==> config.mk <==
export PLATFORM = sky130hd
export DESIGN_NAME = icache_responder_flat
export DESIGN_NICKNAME = d
export VERILOG_FILES = /design/src/rtl/icache_responder_if.sv /design/src/rtl/icache_responder.sv /design/src/flat_wrapper.sv
export SDC_FILE = /design/constraint.sdc
export NUM_CORES = 1
export LEC_CHECK = 0
export CORE_UTILIZATION = 48
export DETAILED_ROUTE_END_ITERATION = 6
export PLACE_DENSITY = 0.65
export SETUP_SLACK_MARGIN = 0.3
export SKIP_CTS_REPAIR_TIMING = 1
export SLEW_MARGIN = 20
export SYNTH_ARGS = -nofsm -noshare
export SYNTH_HDL_FRONTEND = slang
export SYNTH_SLANG_ARGS = --single-unit
==> constraint.sdc <==
create_clock -name CLK -period 17.7 [get_ports CLK]
set_clock_uncertainty 0.2 [all_clocks]
set_input_delay 2.655 -clock CLK [delete_from_list [all_inputs] [get_ports CLK]]
set_output_delay 2.655 -clock CLK [all_outputs]
set_load 0.01 [all_outputs]
==> src/rtl/icache_responder_if.sv <==
// Datapath-fetch / memory-instruction bundle seen by the instruction cache.
// Latency: none (signal bundle only).
// Backpressure: the memory side stalls the cache through iwait.
//
// slave  : the cache (takes imemREN/imemaddr/iwait/iload, drives ihit/imemload/iREN/iaddr)
// master : the environment (datapath fetch port plus memory instruction port)
interface icache_responder_if;
  logic        imemREN;
  logic [31:0] imemaddr;
  logic        ihit;
  logic [31:0] imemload;
  logic        iREN;
  logic [31:0] iaddr;
  logic        iwait;
  logic [31:0] iload;

  modport slave (
    input  imemREN, imemaddr, iwait, iload,
    output ihit, imemload, iREN, iaddr
  );

  modport master (
    output imemREN, imemaddr, iwait, iload,
    input  ihit, imemload, iREN, iaddr
  );
endinterface

==> src/rtl/icache_responder.sv <==
// Direct-mapped read-only instruction cache, one 32-bit word per set.
// Latency: hit is combinational (same cycle); miss returns after memory wait cycles + 2.
// Backpressure: holds iREN/iaddr stable until memory drops iwait; ihit stays low meanwhile.
//
// Ports: CLK, nRST (async, active-low); cif (slave modport of icache_responder_if):
//   imemREN/imemaddr in, ihit/imemload out  -- datapath fetch side
//   iREN/iaddr out, iwait/iload in          -- memory arbiter side
// Optional: define ICACHE_STATS_EN to add 32-bit hit_count / miss_count outputs.
module icache_responder #(
  parameter int IDX_W = 4
) (
  input  logic              CLK,
  input  logic              nRST,
  icache_responder_if.slave cif
`ifdef ICACHE_STATS_EN
  ,
  output logic [31:0]       hit_count,
  output logic [31:0]       miss_count
`endif
);

  localparam int TAG_W = 32 - IDX_W - 2;
  localparam int SETS  = 2 ** IDX_W;

  localparam logic [0:0] IDLE = 1'b0;
  localparam logic [0:0] MISS = 1'b1;

  logic [0:0]       state;
  logic [31:0]      miss_addr;
  logic [SETS-1:0]  valid;
  logic [TAG_W-1:0] tags [SETS];
  logic [31:0]      data [SETS];

  logic [IDX_W-1:0] idx;
  logic [TAG_W-1:0] tag;
  logic [IDX_W-1:0] miss_idx;
  logic [TAG_W-1:0] miss_tag;
  logic             lookup_hit;
  logic             miss_start;
  logic             fill;
  logic             unused_addr_lsb;

  assign idx      = cif.imemaddr[IDX_W+1:2];
  assign tag      = cif.imemaddr[31:IDX_W+2];
  assign miss_idx = miss_addr[IDX_W+1:2];
  assign miss_tag = miss_addr[31:IDX_W+2];

  // Byte offset of a word-aligned fetch carries no information.
  assign unused_addr_lsb = ^{cif.imemaddr[1:0], miss_addr[1:0]};

  assign lookup_hit = valid[idx] && (tags[idx] == tag);
  assign miss_start = (state == IDLE) && cif.imemREN && !lookup_hit;
  assign fill       = (state == MISS) && !cif.iwait;

  // Lookup only answers in IDLE; during a refill the pipeline must stall.
  assign cif.ihit     = (state == IDLE) && cif.imemREN && lookup_hit;
  assign cif.imemload = cif.ihit ? data[idx] : 32'd0;
  assign cif.iREN     = (state == MISS);
  assign cif.iaddr    = cif.iREN ? miss_addr : 32'd0;

  // Control state and valid bits; reset discards any refill in flight.
  always_ff @(posedge CLK or negedge nRST) begin
    if (!nRST) begin
      state     <= IDLE;
      miss_addr <= 32'd0;
      valid     <= '0;
    end else begin
      case (state)
        IDLE: begin
          if (miss_start) begin
            miss_addr <= {cif.imemaddr[31:2], 2'b00};
            state     <= MISS;
          end
        end
        MISS: begin
          // Completes to the latched address even if the fetch was flushed.
          if (fill) begin
            valid[miss_idx] <= 1'b1;
            state           <= IDLE;
          end
        end
        default: state <= IDLE;
      endcase
    end
  end

  // Tag/data arrays need no reset: valid bits gate every use.
  always_ff @(posedge CLK) begin
    if (fill) begin
      tags[miss_idx] <= miss_tag;
      data[miss_idx] <= cif.iload;
    end
  end

`ifdef ICACHE_STATS_EN
  always_ff @(posedge CLK or negedge nRST) begin
    if (!nRST) begin
      hit_count  <= 32'd0;
      miss_count <= 32'd0;
    end else begin
      if (cif.ihit) hit_count <= hit_count + 32'd1;
      if (miss_start) miss_count <= miss_count + 32'd1;
    end
  end
`endif

endmodule

==> src/flat_wrapper.sv <==
// flat-port wrapper written by rule: the top's interface ports become plain ports
module icache_responder_flat 
#(
  parameter int IDX_W = 4
)
  (CLK, nRST, cif_imemREN, cif_imemaddr, cif_iwait, cif_iload, cif_ihit, cif_imemload, cif_iREN, cif_iaddr);
  icache_responder_if cif_i ();
  input  logic CLK;
  input  logic nRST;
  input wire logic [$bits(cif_i.imemREN)-1:0] cif_imemREN;
  input wire logic [$bits(cif_i.imemaddr)-1:0] cif_imemaddr;
  input wire logic [$bits(cif_i.iwait)-1:0] cif_iwait;
  input wire logic [$bits(cif_i.iload)-1:0] cif_iload;
  output wire logic [$bits(cif_i.ihit)-1:0] cif_ihit;
  output wire logic [$bits(cif_i.imemload)-1:0] cif_imemload;
  output wire logic [$bits(cif_i.iREN)-1:0] cif_iREN;
  output wire logic [$bits(cif_i.iaddr)-1:0] cif_iaddr;
  assign cif_i.imemREN = cif_imemREN;
  assign cif_i.imemaddr = cif_imemaddr;
  assign cif_i.iwait = cif_iwait;
  assign cif_i.iload = cif_iload;
  assign cif_ihit = cif_i.ihit;
  assign cif_imemload = cif_i.imemload;
  assign cif_iREN = cif_i.iREN;
  assign cif_iaddr = cif_i.iaddr;
  icache_responder #(.IDX_W(IDX_W)) u_core (.CLK(CLK), .nRST(nRST), .cif(cif_i));
endmodule
; ---- Yosys cells after proc, flatten, opt, wreduce, memory -nomap -nowiden
; Memories as Yosys holds them, arrays and structs flattened.
; Index checks and enable logic that the tools add are counted.
[totals]
ff_bits = 47
ram_bits = 928
inputBits = 68
output_inout_bits = 66
elab_cells = 32
n_memories = 2
[classes]
magnitude_cmp = 3
eq_ne = 1
n_mux = 11
bitwise = 2
reduce_logical = 10
[mem_list]
columns = memory, words, word_bits, rd, rd_clocked_by_memory_dff, wr, line_no
row1 = u_core.data, 16, 32, 1, 0, 1, icache_responder.sv:32  ; logic [31:0] data [SETS];
row2 = u_core.tags, 16, 26, 1, 0, 1, icache_responder.sv:31  ; logic [TAG_W-1:0] tags [SETS];
[op_table]
columns = operator, count
row1 = 32-bit two-way mux, 2
row2 = 26-bit equality test, 1
row3 = 16-bit OR, 1
row4 = "4-bit by 5-bit less-than comparator with 1-bit output, second input constant", 2
row5 = 1-bit logical AND, 6
row6 = 1-bit two-way mux, 6
row7 = 1-bit binary-select mux with 4-bit select, 1
row8 = 1-bit demux with 4-bit select, 1
row9 = "4-bit by 1-bit >= comparator with 1-bit output, second input constant", 1
row10 = 2-bit AND reduction, 2
row11 = 1-bit logical NOT, 2
row12 = 1-bit case mux with 2 select lines, 1
row13 = 1-bit inverter, 1

; ---- Logic depth before layout (Yosys ltp)
[depth]
word_depth = 7
depth_mapped = 16
mapped_depth_nobuf = 8

; ---- Worst setup path after synthesis
; Ideal clock, no wire load.
[synth_path]
kind = input port to output port
from = input cif_imemaddr[2]
to = output cif_imemload[22]
arrival_time_ps = 5408
t_required_ps = 14845
path_slack_ps = 9437
cell_stages = 12
path_buffers = 9
path_cell_list = buf_6 -> buf_8 -> buf_12 -> buf_12 -> buf_6 -> buf_6 -> buf_2 -> buf_4 -> buf_2 -> mux4_2 -> mux4_2 -> nor2b_1
[synth_via]
elab_chain_cells = 5
word_cells_on_any_way = 8
classes_between = eq/ne: 1 / mux: 3 / reduce/logical: 2 / memory: 2
[synth_rtl]
columns = element, line_no
row1 = start: declaration, flat_wrapper.sv:11  ; input wire logic [$bits(cif_i.imemaddr)-1:0] cif_imemaddr;
row2 = memory 16 x 26 bit or 1-bit binary-select mux with 4-bit select (tied branches), --
row3 = 26-bit equality test or 1-bit two-way mux (tied branches), icache_responder.sv:51  ; assign lookup_hit = valid[idx] && (tags[idx] == tag);
row4 = 1-bit logical AND, icache_responder.sv:51
row5 = 1-bit logical AND, icache_responder.sv:56  ; assign cif.ihit = (state == IDLE) && cif.imemREN && lookup_hit;
row6 = 32-bit two-way mux (*), icache_responder.sv:57  ; assign cif.imemload = cif.ihit ? data[idx] : 32'd0;
row7 = end: declaration, flat_wrapper.sv:15  ; output wire logic [$bits(cif_i.imemload)-1:0] cif_imemload;
; Every way passes the cells marked *; elsewhere a longest branch is shown, timed or not. The select of a mux whose other input is x is not followed.

; ---- Worst setup path in the final report
[layout_path]
from = input cif_imemaddr[4]
to = output cif_imemload[31]
; The elaborated chain is that of the path after synthesis.

==> impl_metrics.ini <==
[die]
ios = 134
die_w_um = 286
fp.dieArea_mm2 = 0.0815
core.rowCount = 103
die_y_um = 286
core_area_mm2 = 0.0793
start_util = 0.487

[layout]
drive_gt1_frac = 0.241
fin_nets = 2017
area_growth_pct = 14.5
stdcell_area_mm2 = 0.0442
layoutNonFillerInstCount = 3080

[power_and_ir_drop]
switching_share = 0.225
p_leak_nw = 13.9
combPwrFrac = 0.072
switchingPower_mw = 1.15
vdd_ir_drop_max_v = 0.0000836
p_int_mw = 3.99
total_power_mw = 5.14
pwr_density_cell_mw_per_mm2 = 116
power_frac_clock = 0.388
p_seq_frac = 0.540

[routing]
highest_layer = met5
wl_met2_um = 41200
wl_um = 87600
drc = 0
detail-route-antenna-nets = 0
vias_per_cell = 6.10
drt_iter0_markers = 1930
drt-met1-wl_um = 38400
first_pass_iters = 5
dr_wl_met3_um = 5940
vias = 18800
post_drt_wl_per_cell_um = 28.4

[synth]
syn_inst = 1788
synth-async-reset-ratio = 0.0482
synth_flop_cell = edfxtp_1
avgSynthCellArea_um2 = 21.6
ys_types = 56
synth_edf_count = 928
syn_area_mm2 = 0.0386
synth-seq-cells = 975
ys_seq_area_frac = 0.753
ys_warn_count = 0

[clock_network]
cts_tree = yes
htreeDepth = 3
cts-root-buf = clkbuf_16
clk_pin_slew_ns = 0.06
numCtsBuffers = 98
clockBufferDepth = 3
clkSinkCount = 975
insertion_delay_ns = 0.65

[timing]
setup_viol = 0
fin_setup_tns_ns = 0
post-route-period-util = 0.588
rsz0062_at_grt = no
finalMaxSlewViolations = 0
slew_headroom = 0.244
max_freq_mhz = 96.0
worstMarginPinSlew_ns = 1.13
fin_crit_ns = 10.41
hold_violations = 0

[worst_setup_path]
worstPathMaxFanout = 100
worstSetupPathType = input pin to output port
cp-start-kind = input pin
r2r-start = u_core.cif.iREN
cp.required_ns = 14.85
ff2ff_setup_slack_ns = 13.68
end_kind = output port
reg2reg_to = u_core.data[6][3]
r2r_cells = 4
cp.arrival_ns = 7.56

[min_path]
hold_path.class = flip-flop to flip-flop
worstHoldStart = u_core.valid[6]
hold_depth = 1
min_to = u_core.valid[6]

[place]
port_buffers = 129
gp_congestion = 0.799
dpl.cell_count = 2898
dpl_cell_area_mm2 = 0.0410
dpl.hpwl_um = 44300

[global_routing]
grt_max_degree = 101
grt_pass1_wl_um = 129000
grt-ovfl-total = 0
first_global_vias = 19300
grt_antenna_before_repair = 4
grt_use_total = 0.219

[flow_run]
drv_cap = 0

[run_status]
status = finished, final reports clean
kinds of logic after synthesis:
logic type      Yosys count  share of synthesized area
compound gates           98                     0.0175
xor+xnor                 32                    0.00726
buf+inv                 114                     0.0169
flops                   975                      0.753
mux                     314                      0.167
other cells               1                  0.0000972
simple gates            254                     0.0380
layout make-up:
class | count | area [um^2]
well taps | 1050 | 1310
inverters | 5 | 18.8
flip-flops and latches | 975 | 29000
repair buffers | 169 | 1680
diodes | 1 | 2.50
clock buffers | 130 | 2600
multi-input cells | 700 | 9010
fillers | 5948 | 35100
clock inverters | 50 | 498
power groups by stage:
stage	Combinational, mW	Sequential (mW)	Clock, mW
5_1_grt	0.398	2.79	2.12
6_report	0.371	2.78	1.99
3_5_place_dp	0.374	2.82	0
4_1_cts	0.375	2.77	2.03
3_3_place_gp	0.367	2.81	0
2_1_floorplan	0.235	2.77	0
worst max-delay path by stage:
stage / from / to / slack [ns] / cells after the start
floorplan: cif_imemaddr[2] / cif_imemload[22] / 9.44 / 12
global placement: cif_imemaddr[4] / cif_imemload[0] / 7.23 / 12
detailed placement: cif_imemaddr[4] / cif_imemload[31] / 7.26 / 12
CTS: cif_imemaddr[4] / cif_imemload[31] / 7.26 / 12
global route: cif_imemaddr[4] / cif_imemload[1] / 7.00 / 12
finish: cif_imemaddr[4] / cif_imemload[31] / 7.29 / 12
layout by cell type (no fill, tap or decap), types with 3 or more instances in the layout:
master / netlist / final
buf_8: 1 / 3
nand4_1: 36 / 36
clkdlybuf4s50_1: 0 / 124
mux2_2: 13 / 13
clkbuf_1: 41 / 30
dfrtp_1: 47 / 47
inv_1: 5 / 5
clkinv_8: 0 / 4
nor3_1: 10 / 5
nand2_1: 13 / 13
edfxtp_1: 928 / 928
and2b_1: 3 / 3
xnor2_1: 21 / 21
mux2i_1: 37 / 37
xor2_1: 11 / 11
nor3_2: 0 / 5
nand2b_1: 8 / 8
o21ai_1: 3 / 3
clkbuf_16: 0 / 99
a22oi_1: 30 / 30
clkinv_1: 0 / 22
nor2_1: 25 / 13
bufinv_16: 0 / 7
o21ai_0: 34 / 34
o22ai_1: 6 / 6
clkinv_2: 0 / 14
nor2_4: 0 / 12
buf_16: 0 / 3
nor2b_1: 38 / 37
or2_2: 16 / 16
buf_4: 12 / 37
nand3_1: 34 / 34
o221ai_1: 5 / 5
a22o_1: 3 / 3
and2_1: 59 / 59
mux4_2: 264 / 264
or4_1: 3 / 3
sequential cells by signal (all words and copies together), names as in the netlist:
register	count
u_core.cif.iREN	1
u_core.valid	16
u_core.miss_addr	30
u_core.tags	416
u_core.data	512
metal layers:
| layer | GRT usage | vias to the layer above |
|---|---|---|
| met3 | 0.0370 | 142 |
| met1 | 0.326 | 10100 |
| met4 | 0.0638 | 6 |
| met5 | 0 | - |
| li1 | - | 7798 |
| met2 | 0.335 | 750 |
synthesized netlist by cell type, types with 3 or more instances:
library cell  number  area, um^2
nor3_1            10        50.1
and2_1            59         369
o21ai_0           34         170
nand2b_1           8        50.1
clkbuf_1          41         154
or4_1              3        22.5
mux2_2            13         146
o22ai_1            6        37.5
mux4_2           264        5950
nand2_1           13        48.8
nand4_1           36         225
o221ai_1           5        43.8
xor2_1            11        96.3
nor2_1            25        93.8
or2_2             16         100
a22oi_1           30         225
buf_4             12        90.1
nand3_1           34         170
a22o_1             3        26.3
o21ai_1            3        15.0
buf_6             12         135
and2b_1            3        22.5
xnor2_1           21         184
buf_2             37         185
mux2i_1           37         370
nor2b_1           38         238
edfxtp_1         928       27900
inv_1              5        18.8
dfrtp_1           47        1180
buf_1              4        15.0
metrics by stage:
| step | utilization | hold slack, ns | setup WS (ns) |
|---|---|---|---|
| after floorplan | - | 0.234 | 9.44 |
| after global placement | 0.517 | 0.246 | 7.23 |
| after detailed placement | 0.518 | 0.247 | 7.26 |
| after CTS | 0.557 | 0.261 | 7.26 |
| after global routing | 0.557 | 0.275 | 7.00 |
| final | 0.557 | 0.261 | 7.29 |
critical path, stage by stage:
cell and delay, ns:
buf_8 0.60, buf_4 0.96, mux4_2 0.61, mux2i_1 0.16, o22ai_1 0.17, xor2_1 0.22
or4_1 0.49, nor3_1 0.27, nand4_1 0.13, buf_4 0.29, and2b_1 0.27, clkdlybuf4s50_1 0.53
Note: power is estimated with default switching activity, not from simulation.
==> variant (same flow settings) <==
`IDX_W` is set to 4 in 2 places; all go to 3.
--- a/src/rtl/icache_responder.sv
+++ b/src/rtl/icache_responder.sv
@@ -9,3 +9,3 @@
 module icache_responder #(
-  parameter int IDX_W = 4
+  parameter int IDX_W = 3
 ) (
--- a/src/flat_wrapper.sv
+++ b/src/flat_wrapper.sv
@@ -3,3 +3,3 @@
 #(
-  parameter int IDX_W = 4
+  parameter int IDX_W = 3
 )
Check against the original RTL: not settled (the Yosys comparison gave no result); the edit may change what the design does.
==> variant against the unedited design <==
Core utilization up 1.5 points; routed wire length down 51%; sequential power down 47%; sequential cell count down 464; design area down 46%; area after synthesis down 47%; setup slack worse by 87 ps; critical path depth down 1; via count down 48%; total power down 45%; largest cell class unchanged; largest power group unchanged.
==> variant: results (changes against the unedited design) <==
Status -> finished clean (unchanged)
GP Congestion -> 0.755 (was 0.799)
Hold Path Class -> register to register (unchanged)
XOR/XNOR Fraction of Synth Area -> 0.00644 (was 0.00726)
Final net count -> 1198 (was 2017)
H-tree levels -> 2 (was 3)
FF-to-FF path depth -> 8 (was 4)
Top cell types by occurrence after synthesis -> edfxtp_1, mux4_2, mux2i_1 (was edfxtp_1, mux4_2, and2_1)
R2r startpoint -> u_core.tags[1][2]$_DFFE_PP_ (was u_core.cif.iREN$_DFF_PN0_)
Max incr delay on CP -> 860 ps (was 960 ps)
Seq/Total Area, Yosys -> 0.742 (was 0.753)
Compound-Gate Fraction of Synth Area -> 0.0164 (was 0.0175)
Fmax -> 95.2 MHz (was 96.0 MHz)
Cts bufs inserted -> 51 (was 98)
Largest net degree at the start of global routing -> 62 (was 101)
Critical path capture point -> cif_imemload[1] (was cif_imemload[31])
Final instance count without filler cells -> 1712 (was 3080)
Static leakage -> 7.93 nW (was 13.9 nW)
Share of synthesized registers carrying an async set or reset -> 0.0763 (was 0.0482)
First-pass GRT wire length -> 64700 um (was 129000 um)
Vias in the first global route -> 10300 (was 19300)
Skew-Pair Late Insertion Delay -> 580 ps (was 650 ps)
Flop2flop setup slack -> 14080 ps (was 13680 ps)
Biggest regs -> u_core.data (256), u_core.tags (216), u_core.miss_addr (30) (was u_core.data (512), u_core.tags (416), u_core.miss_addr (30))
CP arrival -> 7650 ps (was 7560 ps)
Crit path max fanout -> 61 (was 100)
Placed insts -> 1616 (was 2898)
Final wirelength -> 43000 um (was 87600 um)
DP HPWL -> 22800 um (was 44300 um)
Antenna violations before repair -> 2 (was 4)
EDFF count, synth -> 472 (was 928)
Unique cell type count in the Yosys netlist -> 51 (was 56)
Avg Vias per Cell -> 5.74 (was 6.10)
Fill cells -> 3136 (was 5948)
Mux cell area share after synthesis -> 0.174 (was 0.167)
Dominant cells by area after synthesis -> edfxtp_1, mux4_2, dfrtp_1 (unchanged)
VDD IR-drop max -> 68.6 uV (was 83.6 uV)
Final Core Density -> 0.572 (was 0.557)
Initial DRC Count -> 573 (was 1930)
All-Layer GR Usage -> 0.204 (was 0.219)
Placed inst area -> 22300 um^2 (was 41000 um^2)
Layout cells sized above 1 -> 0.247 (was 0.241)
Synthesized instance count -> 980 (was 1788)
DP Worst Slack -> 7150 ps (was 7260 ps)
Relative slew slack -> 0.264 (was 0.244)
Crit path from -> cif_imemaddr[2] (was cif_imemaddr[4])
Min-Delay Path Depth -> 1 (unchanged)
Reg-to-reg endpoint -> u_core.miss_addr[8]$_DFFE_PN0P_ (was u_core.data[6][3]$_DFFE_PP_)
Max Slew Vio Count -> 0 (unchanged)
Main combinational cell family by area after synthesis -> multiplexers (unchanged)
-- variant: changes by cell type after synthesis, sizes merged, moves of 32 or more --
cell / before / now
mux4: 264 / 94
edfxtp: 928 / 472
buf: 68 / 35
nor2b: 38 / 6
mux2i: 37 / 88
o21ai: 37 / 5
-- variant: critical path: cells and delay by family --
kind                   cells  cell delay [ps]
AOI/OAI and AO/OA          3              500
buffers and inverters      4             2410
and+or+nand+nor            4             1960
-- variant: per-layer routing --
metal  part of all wire  track usage  wire length [um]  up-vias
met5            0.00035            0                15        -
met4              0.017       0.0511               752        2
met3              0.058       0.0465              2510       59
met2               0.48        0.321             20500      263
met1               0.45        0.289             19200     5202
li1                   -            -                 -     4309
-- variant: area by class of cell --
type                       instances  area share
clock inverter                    17     0.00772
tap                              539      0.0281
sequential                       511       0.631
timing repair buffer             150      0.0602
multi-input combinational        415       0.209
antenna                            1    0.000104
clock buffer                      78      0.0634
inverter                           1    0.000156
-- variant: cells by family after synthesis --
family                    count (synthesis)
muxes                                   221
xor gates and xnor gates                 15
DFF                                     511
and+or+nand+nor                         132
buffers and inverters                    55
other                                     1
AOI/OAI and AO/OA                        45
-- variant: worst min-delay path by stage --
stage / from / to / slack, ps
2_1_floorplan: u_core.valid[2]$_DFFE_PN0P_ / u_core.valid[2]$_DFFE_PN0P_ / 230
3_3_place_gp: u_core.valid[6]$_DFFE_PN0P_ / u_core.valid[6]$_DFFE_PN0P_ / 250
3_5_place_dp: u_core.valid[5]$_DFFE_PN0P_ / u_core.valid[5]$_DFFE_PN0P_ / 250
4_1_cts: u_core.valid[5]$_DFFE_PN0P_ / u_core.valid[5]$_DFFE_PN0P_ / 270
5_1_grt: u_core.valid[6]$_DFFE_PN0P_ / u_core.valid[6]$_DFFE_PN0P_ / 290
6_report: u_core.valid[4]$_DFFE_PN0P_ / u_core.valid[4]$_DFFE_PN0P_ / 270
-- variant: report_power, final --
part	switching [mW]	internal [mW]	leakage (nW)
logic	0.130	0.121	2.38
clock network	0.440	0.648	0.842
registers	0.0506	1.42	4.71
total	0.621	2.19	7.93
